==> src/rtl/ir_uart_pkg.sv <==
// Shared types and constants for the IR-command UART transmitter.
// The frame is the 12-byte ASCII text {"state":D}\n, where D is the command digit.
package ir_uart_pkg;

    localparam int unsigned MSG_LEN    = 12;
    localparam logic [3:0]  LAST_IDX   = 4'd11;
    localparam logic [3:0]  DIGIT_IDX  = 4'd9;
    localparam logic [7:0]  ASCII_ZERO = 8'h30;

    // Fixed frame text. Index 9 holds ASCII '0'; frame_byte substitutes the live digit there.
    localparam logic [7:0] FRAME_BYTES [0:MSG_LEN-1] = '{
        8'h7B, 8'h22, 8'h73, 8'h74, 8'h61, 8'h74,
        8'h65, 8'h22, 8'h3A, 8'h30, 8'h7D, 8'h0A
    };

    typedef enum logic [1:0] {
        M_IDLE   = 2'd0,
        M_LOAD   = 2'd1,
        M_SEND   = 2'd2,
        M_FINISH = 2'd3
    } msg_state_e;

    typedef enum logic [1:0] {
        U_IDLE  = 2'd0,
        U_START = 2'd1,
        U_DATA  = 2'd2,
        U_STOP  = 2'd3
    } uart_state_e;

    // Returns byte idx of the frame for command value v.
    // Out-of-range indices return the newline byte.
    function automatic logic [7:0] frame_byte(input logic [3:0] idx, input logic [2:0] v);
        logic [7:0] b;
        if (idx == DIGIT_IDX) begin
            b = ASCII_ZERO + {5'd0, v};
        end else if (idx <= LAST_IDX) begin
            b = FRAME_BYTES[idx];
        end else begin
            b = 8'h0A;
        end
        return b;
    endfunction

endpackage

==> src/rtl/ir_cmd_uart_tx_byte.sv <==
// 8N1 byte serialiser: start bit, 8 data bits LSB first, stop bit.
// Every bit lasts CLKS_PER_BIT cycles.
// byte_done is high on the last cycle of the stop bit. A start seen on that
// same cycle chains straight into the next start bit, so consecutive bytes
// have no idle gap between them.
module uart_tx_byte
    import ir_uart_pkg::*;
#(
    parameter int unsigned CLKS_PER_BIT = 434
) (
    input  logic       clk,
    input  logic       rst,
    input  logic       start,
    input  logic [7:0] data,
    output logic       tx,
    output logic       byte_done,
    output logic       tx_busy
);

    localparam int unsigned      CNT_W   = $clog2(CLKS_PER_BIT);
    localparam logic [CNT_W-1:0] CNT_MAX = CNT_W'(CLKS_PER_BIT - 1);

    uart_state_e      state_q;
    logic [CNT_W-1:0] cnt_q;
    logic [2:0]       bit_q;
    logic [7:0]       shift_q;
    logic             tx_q;
    logic             bit_end_s;

    assign bit_end_s = (cnt_q == CNT_MAX);
    assign byte_done = (state_q == U_STOP) && bit_end_s;
    assign tx_busy   = (state_q != U_IDLE);
    assign tx        = tx_q;

    // Bit-timing FSM. The serial line is driven from a register.
    always_ff @(posedge clk or posedge rst) begin
        if (rst) begin
            state_q <= U_IDLE;
            cnt_q   <= '0;
            bit_q   <= 3'd0;
            shift_q <= 8'h00;
            tx_q    <= 1'b1;
        end else begin
            case (state_q)
                U_IDLE: begin
                    cnt_q <= '0;
                    if (start) begin
                        state_q <= U_START;
                        shift_q <= data;
                        bit_q   <= 3'd0;
                        tx_q    <= 1'b0;
                    end else begin
                        tx_q <= 1'b1;
                    end
                end
                U_START: begin
                    if (bit_end_s) begin
                        cnt_q   <= '0;
                        tx_q    <= shift_q[0];
                        state_q <= U_DATA;
                    end else begin
                        cnt_q <= cnt_q + CNT_W'(1);
                    end
                end
                U_DATA: begin
                    if (bit_end_s) begin
                        cnt_q <= '0;
                        if (bit_q == 3'd7) begin
                            tx_q    <= 1'b1;
                            state_q <= U_STOP;
                        end else begin
                            bit_q   <= bit_q + 3'd1;
                            shift_q <= {1'b0, shift_q[7:1]};
                            tx_q    <= shift_q[1];
                        end
                    end else begin
                        cnt_q <= cnt_q + CNT_W'(1);
                    end
                end
                U_STOP: begin
                    if (bit_end_s) begin
                        cnt_q <= '0;
                        if (start) begin
                            state_q <= U_START;
                            shift_q <= data;
                            bit_q   <= 3'd0;
                            tx_q    <= 1'b0;
                        end else begin
                            state_q <= U_IDLE;
                            tx_q    <= 1'b1;
                        end
                    end else begin
                        cnt_q <= cnt_q + CNT_W'(1);
                    end
                end
                default: begin
                    state_q <= U_IDLE;
                    cnt_q   <= '0;
                    tx_q    <= 1'b1;
                end
            endcase
        end
    end

endmodule

==> src/rtl/ir_cmd_uart_tx.sv <==
// Sends {"state":D}\n over the UART whenever the IR command changes or a resend
// pulse arrives. Requests that arrive during a frame collapse into one pending
// retransmission, which starts right after the frame completes.
module ir_cmd_uart_tx
    import ir_uart_pkg::*;
#(
    parameter int unsigned CLKS_PER_BIT = 434
) (
    input  logic       clk,
    input  logic       rst,
    input  logic [2:0] state_control,
    input  logic       resend,
    output logic       tx,
    output logic       busy,
    output logic       done
);

    msg_state_e state_q;
    logic [3:0] idx_q;
    logic [2:0] last_sent_q;   // also the value frozen into the frame in flight
    logic       pending_q;
    logic       busy_q;
    logic       done_q;

    logic       trigger_s;
    logic       start_s;
    logic [7:0] byte_s;
    logic       byte_done_s;
    logic       tx_busy_s;

    assign trigger_s = (state_control != last_sent_q) || resend;
    assign busy      = busy_q;
    assign done      = done_q;

    // Select which byte to hand to the serialiser: the first byte from LOAD,
    // or the following byte chained onto the current byte's final stop cycle.
    always_comb begin
        start_s = 1'b0;
        byte_s  = frame_byte(idx_q, last_sent_q);
        if (state_q == M_LOAD) begin
            start_s = !tx_busy_s;
            byte_s  = frame_byte(idx_q, last_sent_q);
        end else if ((state_q == M_SEND) && byte_done_s && (idx_q != LAST_IDX)) begin
            start_s = 1'b1;
            byte_s  = frame_byte(idx_q + 4'd1, last_sent_q);
        end else begin
            start_s = 1'b0;
        end
    end

    // Message sequencer: snapshot the command, walk the 12 frame bytes, pulse done,
    // then either go idle or start the pending retransmission.
    always_ff @(posedge clk or posedge rst) begin
        if (rst) begin
            state_q     <= M_IDLE;
            idx_q       <= 4'd0;
            last_sent_q <= 3'd0;
            pending_q   <= 1'b0;
            busy_q      <= 1'b0;
            done_q      <= 1'b0;
        end else begin
            case (state_q)
                M_IDLE: begin
                    done_q <= 1'b0;
                    if (trigger_s) begin
                        last_sent_q <= state_control;
                        idx_q       <= 4'd0;
                        pending_q   <= 1'b0;
                        busy_q      <= 1'b1;
                        state_q     <= M_LOAD;
                    end else begin
                        busy_q <= 1'b0;
                    end
                end
                M_LOAD: begin
                    if (trigger_s) begin
                        pending_q <= 1'b1;
                    end
                    state_q <= M_SEND;
                end
                M_SEND: begin
                    if (trigger_s) begin
                        pending_q <= 1'b1;
                    end
                    if (byte_done_s) begin
                        if (idx_q == LAST_IDX) begin
                            busy_q  <= 1'b0;
                            done_q  <= 1'b1;
                            state_q <= M_FINISH;
                        end else begin
                            idx_q <= idx_q + 4'd1;
                        end
                    end
                end
                M_FINISH: begin
                    done_q <= 1'b0;
                    if (pending_q || trigger_s) begin
                        pending_q   <= 1'b0;
                        last_sent_q <= state_control;
                        idx_q       <= 4'd0;
                        busy_q      <= 1'b1;
                        state_q     <= M_LOAD;
                    end else begin
                        state_q <= M_IDLE;
                    end
                end
                default: begin
                    state_q   <= M_IDLE;
                    pending_q <= 1'b0;
                    busy_q    <= 1'b0;
                    done_q    <= 1'b0;
                end
            endcase
        end
    end

    uart_tx_byte #(
        .CLKS_PER_BIT(CLKS_PER_BIT)
    ) u_byte (
        .clk      (clk),
        .rst      (rst),
        .start    (start_s),
        .data     (byte_s),
        .tx       (tx),
        .byte_done(byte_done_s),
        .tx_busy  (tx_busy_s)
    );

endmodule

==> config.mk <==
export PLATFORM = sky130hd
export DESIGN_NAME = ir_cmd_uart_tx
export DESIGN_NICKNAME = d
export VERILOG_FILES = /design/src/rtl/ir_uart_pkg.sv /design/src/rtl/ir_cmd_uart_tx_byte.sv /design/src/rtl/ir_cmd_uart_tx.sv
export SDC_FILE = /design/constraint.sdc
export NUM_CORES = 1
export LEC_CHECK = 0
export ABC_AREA = 1
export CORE_ASPECT_RATIO = 2
export CORE_MARGIN = 5
export CORE_UTILIZATION = 40
export DETAILED_ROUTE_END_ITERATION = 8
export PLACE_DENSITY = 0.59
export SKIP_CTS_REPAIR_TIMING = 1
export SLEW_MARGIN = 10
export SYNTH_ARGS = -nofsm -noshare
export SYNTH_HDL_FRONTEND = slang
export SYNTH_SLANG_ARGS = --single-unit
==> constraint.sdc <==
create_clock -name clk -period 1.7 [get_ports clk]
set_input_delay 0.255 -clock clk [delete_from_list [all_inputs] [get_ports clk]]
set_output_delay 0.255 -clock clk [all_outputs]
set_load 0.02 [all_outputs]
==> results.py, run 1 <==
metrics = {
    "status": {
        "status": "finished clean",
    },
    "synth": {
        "netlist_instances": 360,
        "yosys-top-cells-count": "nand2_1 (99), nor2_1 (50), inv_1 (35), nand3_1 (35), dfrtp_1 (33)",
        "synth_top_flop_cell": "dfrtp_1",
        "synth_top_cell_by_area": "dfrtp_1",
        "synthTopCellsByArea": "dfrtp_1 (32%), nand2_1 (15%), ha_1 (11%)",
        "yosysWarnings": 0,
        "synth_top_cell_area_share_pct": 32.4,
        "yosys.cell_types.count": 34,
        "synthArstFlopShare_pct": 100,
        "synth_area_per_cell_um2": 7.07,
        "ys_seq_area_share_pct": 33.5,
        "synth_edf_count": 0,
        "ys_ff_latch": 34,
        "synth_fp_nets": 388,
        "syn_area_mm2": 0.00255,
        "synth.most_common_cell": "nand2_1",
    },
    "clocking": {
        "cts.sinks": 34,
        "cts_tree": "built",
        "cts_max_level": 2,
        "numCtsBuffers": 5,
        "clockBufferDepth": 2,
        "clock_latency_ns": 0.29,
        "cts-root-buf": "clkbuf_16",
        "clk_pin_slew_ns": 0.06,
    },
    "global_routing": {
        "grt_pass1_wl_um": 10300,
        "grt_usage_pct": 16.8,
        "grt_max_degree": 35,
        "grt_pass1_vias": 2345,
        "overflow": 0,
        "grt_antenna_before_repair": 0,
    },
    "floorplanning": {
        "fp-row-count": 41,
        "core_mm2": 0.00626,
        "num_io_pins": 9,
        "dieArea_mm2": 0.00816,
        "fp.dieW_um": 66.4,
        "die_h_um": 123,
        "initial_core_util_pct": 40.7,
    },
    "sta": {
        "fin_crit_ns": 1.69,
        "fmax_ghz": 0.590,
        "relSlewSlack_pct": 71.0,
        "slew_viol_final": 0,
        "fin_skew_ns": 0.00546,
        "setup_viol": 0,
        "fin_crit_sh_pct": 99.6,
        "tightest_slew_ns": 0.433,
        "hold_violations": 0,
        "grt_setup_unrepaired": "true",
    },
    "drt": {
        "route.vias.total": 2429,
        "drc_errors": 0,
        "ant_nets": 0,
        "wl_per_cell_um": 12.5,
        "wirelength_um": 6270,
        "first_iter_violations": 88,
        "drtPass1Iterations": 4,
        "avgViaCountPerCell": 4.84,
    },
    "worst_setup_path": {
        "cp_num_cells": 9,
        "rr_worst_depth": 9,
        "crit_chain": "inv_2 -> ha_2 -> nor2_1 -> a21oi_2 -> o21ai_0 -> a21oi_1 -> nand2_1 -> nand2_1 -> nand2_1",
        "r2r_start": "idx_q[1]",
        "cp-start-kind": "flip-flop",
        "critPathKind": "flip-flop to flip-flop",
        "critical_path_required_ns": 1.88,
        "startpoint": "idx_q[1]",
        "r2r_end": "u_byte.shift_q[2]",
        "cpPeakStageDelay_ns": 0.43,
        "cp-endpoint": "u_byte.shift_q[2]",
        "crit_buf_inv": 1,
        "critical_path.slowest_cell": "dfrtp_1",
        "critPathMostFrequentCell": "nand2_1",
        "r2r_setup_slack_ns": 0.006,
        "cp_max_fo": 5,
        "cp.arrival_ns": 1.87,
        "cp-end-kind": "flip-flop",
        "critPathTopFamily": "compound AO/OA/AOI/OAI gates",
    },
    "power": {
        "power_density_mw_per_mm2": 607,
        "ir_drop_mv": 0.441,
        "total_power_uw": 2070,
        "p_leak_uw": 0.00169,
    },
    "finish": {
        "nNetsFinal": 443,
        "diodes": 0,
        "final_area_mm2": 0.00341,
        "stdcell_count": 502,
        "drive_above_1_share_pct": 26.9,
        "n_fill_cell": 618,
        "area_delta_synth_final_pct": 34.1,
    },
    "placed_design": {
        "portBuffers": 8,
        "dpl.cell_count": 491,
        "dp_hpwl_um": 4920,
        "place_congestion": 0.925,
        "dpl_cell_area_mm2": 0.00304,
    },
    "flow_run": {
        "maxCapViolations": 0,
    },
    "worst_hold_path": {
        "hp-class": "input pin to async pin",
    },
}
-- sequential cells by signal, indices dropped and copies added (netlist names) --
register	flops
busy	1
done	1
idx_q	4
last_sent_q	3
pending_q	1
state_q	2
u_byte.bit_q	3
u_byte.cnt_q	9
u_byte.shift_q	7
u_byte.state_q	2
u_byte.tx	1
-- layout make-up --
class | instances | area, um^2 | area share [%]
repair buffers | 54 | 460 | 13.5
multi-input cells | 279 | 1640 | 48.0
clock buffers | 5 | 125 | 3.67
well taps | 86 | 108 | 3.15
clock inverters | 3 | 68.8 | 2.02
flip-flops and latches | 34 | 855 | 25.0
inverters | 41 | 159 | 4.66
-- worst min-delay path, stage by stage --
cell and delay (ns):
clkdlybuf4s50_1 0.40, inv_1 0.09, buf_12 0.22
-- cell usage in the layout (no fill, tap or decap), types with 2 or more instances in the layout --
cell             synthesis  layout
nand2_1                 99      88
nor2_1                  50      42
buf_4                    0      42
nand3_1                 35      34
inv_1                   35      31
dfrtp_1                 33      31
ha_1                    22      16
nand2_2                  5      13
a21oi_1                 16      12
o21ai_0                 11       9
o21ai_1                  7       9
nor2_2                   0       8
clkdlybuf4s50_1          0       7
inv_2                    4       6
a21oi_2                  2       6
nand4_1                  5       5
nor3_1                   5       5
clkbuf_16                0       5
nand2_4                  1       4
nor2_4                   3       3
ha_4                     0       3
ha_2                     0       3
xor2_1                   2       2
o211ai_1                 2       2
clkinv_1                 2       2
o21bai_2                 1       2
inv_4                    0       2
nor3b_1                  2       2
bufinv_16                0       2
dfrtp_2                  0       2
buf_12                   0       2
buf_6                    2       2
-- power by group --
| part | internal, uW | total [uW] | switching (uW) |
|---|---|---|---|
| sequential | 809 | 809 | 0 |
| combinational | 20.1 | 45.1 | 25.0 |
| clock | 843 | 1220 | 374 |
| total | 1670 | 2070 | 399 |
-- metrics by stage --
| step | setup TNS (ns) | hold WS [ns] | utilization [%] | setup slack, ns |
|---|---|---|---|---|
| 2_1_floorplan | 0 | 0.396 | - | 0.0156 |
| 3_3_place_gp | -0.898 | 0.457 | 48.6 | -0.123 |
| 3_5_place_dp | -1.03 | 0.457 | 48.6 | -0.128 |
| 4_1_cts | -0.496 | 0.328 | 51.7 | -0.120 |
| 5_1_grt | -0.727 | 0.348 | 54.5 | -0.100 |
| 6_report | 0 | 0.318 | 54.5 | 0.00614 |
-- how the worst min path moves through the flow --
stage,from,endpoint,slack (ns)
floorplan,rst,busy,0.40
global placement,u_byte.tx,u_byte.tx,0.46
detailed placement,u_byte.tx,u_byte.tx,0.46
CTS,rst,u_byte.shift_q[4],0.33
global route,rst,u_byte.shift_q[4],0.35
finish,rst,u_byte.shift_q[6],0.32
-- metal layers --
metal / up-vias / part of all wire [%] / track usage, %
li1: 1264 / - / -
met1: 1108 / 36 / 15.8
met2: 36 / 57 / 31.6
met3: 21 / 2.2 / 3.02
met4: 0 / 5.4 / 10.7
met5: - / 0 / 0
-- logic make-up after synthesis --
| group | count (synthesis) | share of synthesized area, % |
|---|---|---|
| AND/OR/NAND/NOR | 211 | 37.4 |
| buffers and inverters | 47 | 7.72 |
| AO/OA/AOI/OAI | 43 | 9.58 |
| flip-flops | 34 | 33.5 |
| adder cells (fa/ha/maj) | 22 | 10.8 |
| XOR/XNOR | 3 | 1.03 |
Power figures use the tool's default switching activity.
==> inputs of run 2 (changes only) <==
- CORE_MARGIN: 5 -> 10
==> run 2 against run 1 <==
Critical path depth grew 1. Combinational power is essentially flat. Power shrank 13%. Worst hold slack lost 0.0037 ns.
==> results.py, run 2 (synthesis gave the netlist of run 1 again) <==
metrics = {
    "status": {
        "status": "finished clean",
    },
    "worst_setup_path": {
        "cp-start-kind": "flip-flop",
        "critical_path_required_ns": 1.88,
        "critPathKind": "flip-flop to flip-flop",
        "rr_worst_depth": 10,
        "cp-end-kind": "flip-flop",
        "cp_max_fo": 4,
        "cp.arrival_ns": 1.88,
    },
    "power": {
        "power_density_mw_per_mm2": 509,
        "power_switching_uw": 386,
        "switching_share_pct": 21.5,
        "p_leak_uw": 0.00172,
        "p_seq_share_pct": 45.1,
        "combPwrFrac_pct": 2.5,
        "pwr-share-clk_pct": 52.4,
        "ir_drop_mv": 0.627,
        "p_int_uw": 1410,
    },
    "floorplanning": {
        "initial_core_util_pct": 40.7,
        "core_mm2": 0.00626,
        "dieArea_mm2": 0.0102,
        "die_h_um": 133,
        "fp-row-count": 41,
        "fp.dieW_um": 76.4,
        "num_io_pins": 9,
    },
    "global_routing": {
        "grt_pass1_vias": 2493,
        "overflow": 0,
        "grt_max_degree": 35,
        "grt_usage_pct": 13.1,
        "grt_pass1_wl_um": 10900,
        "grt_antenna_before_repair": 0,
    },
    "sta": {
        "fin_crit_sh_pct": 100,
        "fin_skew_ns": 0.00293,
        "hold_violations": 0,
        "tns_ns": 0,
        "relSlewSlack_pct": 70.2,
        "fmax_ghz": 0.588,
        "hold_slack_ns": 0.314,
        "slew_viol_final": 0,
        "tightest_slew_ns": 0.446,
        "fin_crit_ns": 1.70,
        "grt_setup_unrepaired": "true",
        "setup_viol": 0,
    },
    "drt": {
        "drc_errors": 0,
        "wl_met3_um": 111,
        "drtPass1Iterations": 4,
        "first_iter_violations": 72,
        "wl_met1_um": 2380,
        "wl_per_cell_um": 13.4,
        "ant_nets": 0,
        "route.vias.total": 2497,
        "avgViaCountPerCell": 4.91,
        "wl_met2_um": 4070,
        "top_layer": "met4",
        "wirelength_um": 6820,
    },
    "finish": {
        "reg.largest.list": "u_byte.cnt_q (9), u_byte.shift_q (7), idx_q (4)",
        "largest_register_ffs": 9,
        "mostFrequentLayoutCells": "nand2_1 (84), buf_4 (46), nor2_1 (38), inv_1 (30), nand3_1 (30)",
        "mostFrequentLayoutCell": "nand2_1",
        "area_delta_synth_final_pct": 38.7,
        "final_area_mm2": 0.00353,
        "nNetsFinal": 450,
        "drive_above_1_share_pct": 32.4,
        "diodes": 0,
        "top_register": "u_byte.cnt_q",
    },
    "clocking": {
        "cts-root-buf": "clkbuf_16",
        "numCtsBuffers": 5,
        "clock_latency_ns": 0.28,
        "clk_pin_slew_ns": 0.06,
        "clockBufferDepth": 2,
        "cts_tree": "built",
        "cts.sinks": 34,
        "cts_max_level": 2,
    },
    "placed_design": {
        "portBuffers": 8,
        "dpl_cell_area_mm2": 0.00305,
        "place_congestion": 0.876,
        "dp_hpwl_um": 5120,
    },
    "worst_hold_path": {
        "hp-class": "input pin to async pin",
    },
    "flow_run": {
        "maxCapViolations": 0,
    },
}
-- run 2: cell types whose count changed in the layout (fill, tap and decap cells not counted), sizes merged --
cell / previous run / this run
bufinv: 2 / 0
clkbuf: 5 / 7
dlymetal6s2s: 1 / 0
clkdlybuf4s50: 7 / 8
clkinvlp: 0 / 1
buf: 46 / 52
-- run 2: power by group through the flow --
stage | logic (uW) | clock network (uW) | registers (uW)
final | 45.2 | 941 | 810
after global routing | 50.3 | 985 | 809
after CTS | 45.8 | 958 | 810
after detailed placement | 45.7 | 0 | 824
after global placement | 45.1 | 0 | 824
after floorplan | 17.3 | 0 | 824
-- run 2: metrics by stage --
stage | power (uW) | util (%) | instances | setup WS, ns
after CTS | 1810 | 51.1 | 500 | -0.0781
after global placement | 869 | 48.7 | 492 | -0.0698
after detailed placement | 870 | 48.7 | 492 | -0.122
after floorplan | 841 | - | 360 | 0.0156
after global routing | 1840 | 56.4 | 509 | -0.0931
final | 1800 | 56.4 | 509 | 0.000491
-- run 2: area by class of cell --
| class | instances | area, um^2 |
|---|---|---|
| timing repair buffer | 61 | 539 |
| clock inverter | 2 | 12.5 |
| fill | 643 | 2730 |
| inverter | 41 | 159 |
| multi-input combinational | 279 | 1720 |
| clock buffer | 6 | 139 |
| tap | 86 | 108 |
| sequential | 34 | 857 |
-- run 2: critical path, cell delays in order (launching register included) --
cell and delay [ns]:
dfrtp_2 0.44, buf_4 0.15, ha_2 0.19, buf_4 0.16, nand3_4 0.09, nand3_1 0.09
o21bai_4 0.21, nand3_1 0.09, nor2_1 0.04, nor2_1 0.09, nor2_1 0.04
-- run 2: worst paths after layout --
path	start	to	slack, ns
setup / recovery	idx_q[0]	u_byte.shift_q[4]	0.0005
hold / removal	rst	u_byte.shift_q[4]	0.31
setup reg to reg	idx_q[0]	u_byte.shift_q[4]	0.0005
hold reg to reg	u_byte.tx	u_byte.tx	0.47
max in group asynchronous	rst	u_byte.tx	1.13
min in group clk	u_byte.tx	u_byte.tx	0.47
-- run 2: layer usage --
layer  global-route usage, %  up-vias
li1                        -     1278
met1                    11.2     1179
met2                    26.5       24
met3                    2.24       16
met4                    7.90        0
met5                       0        -
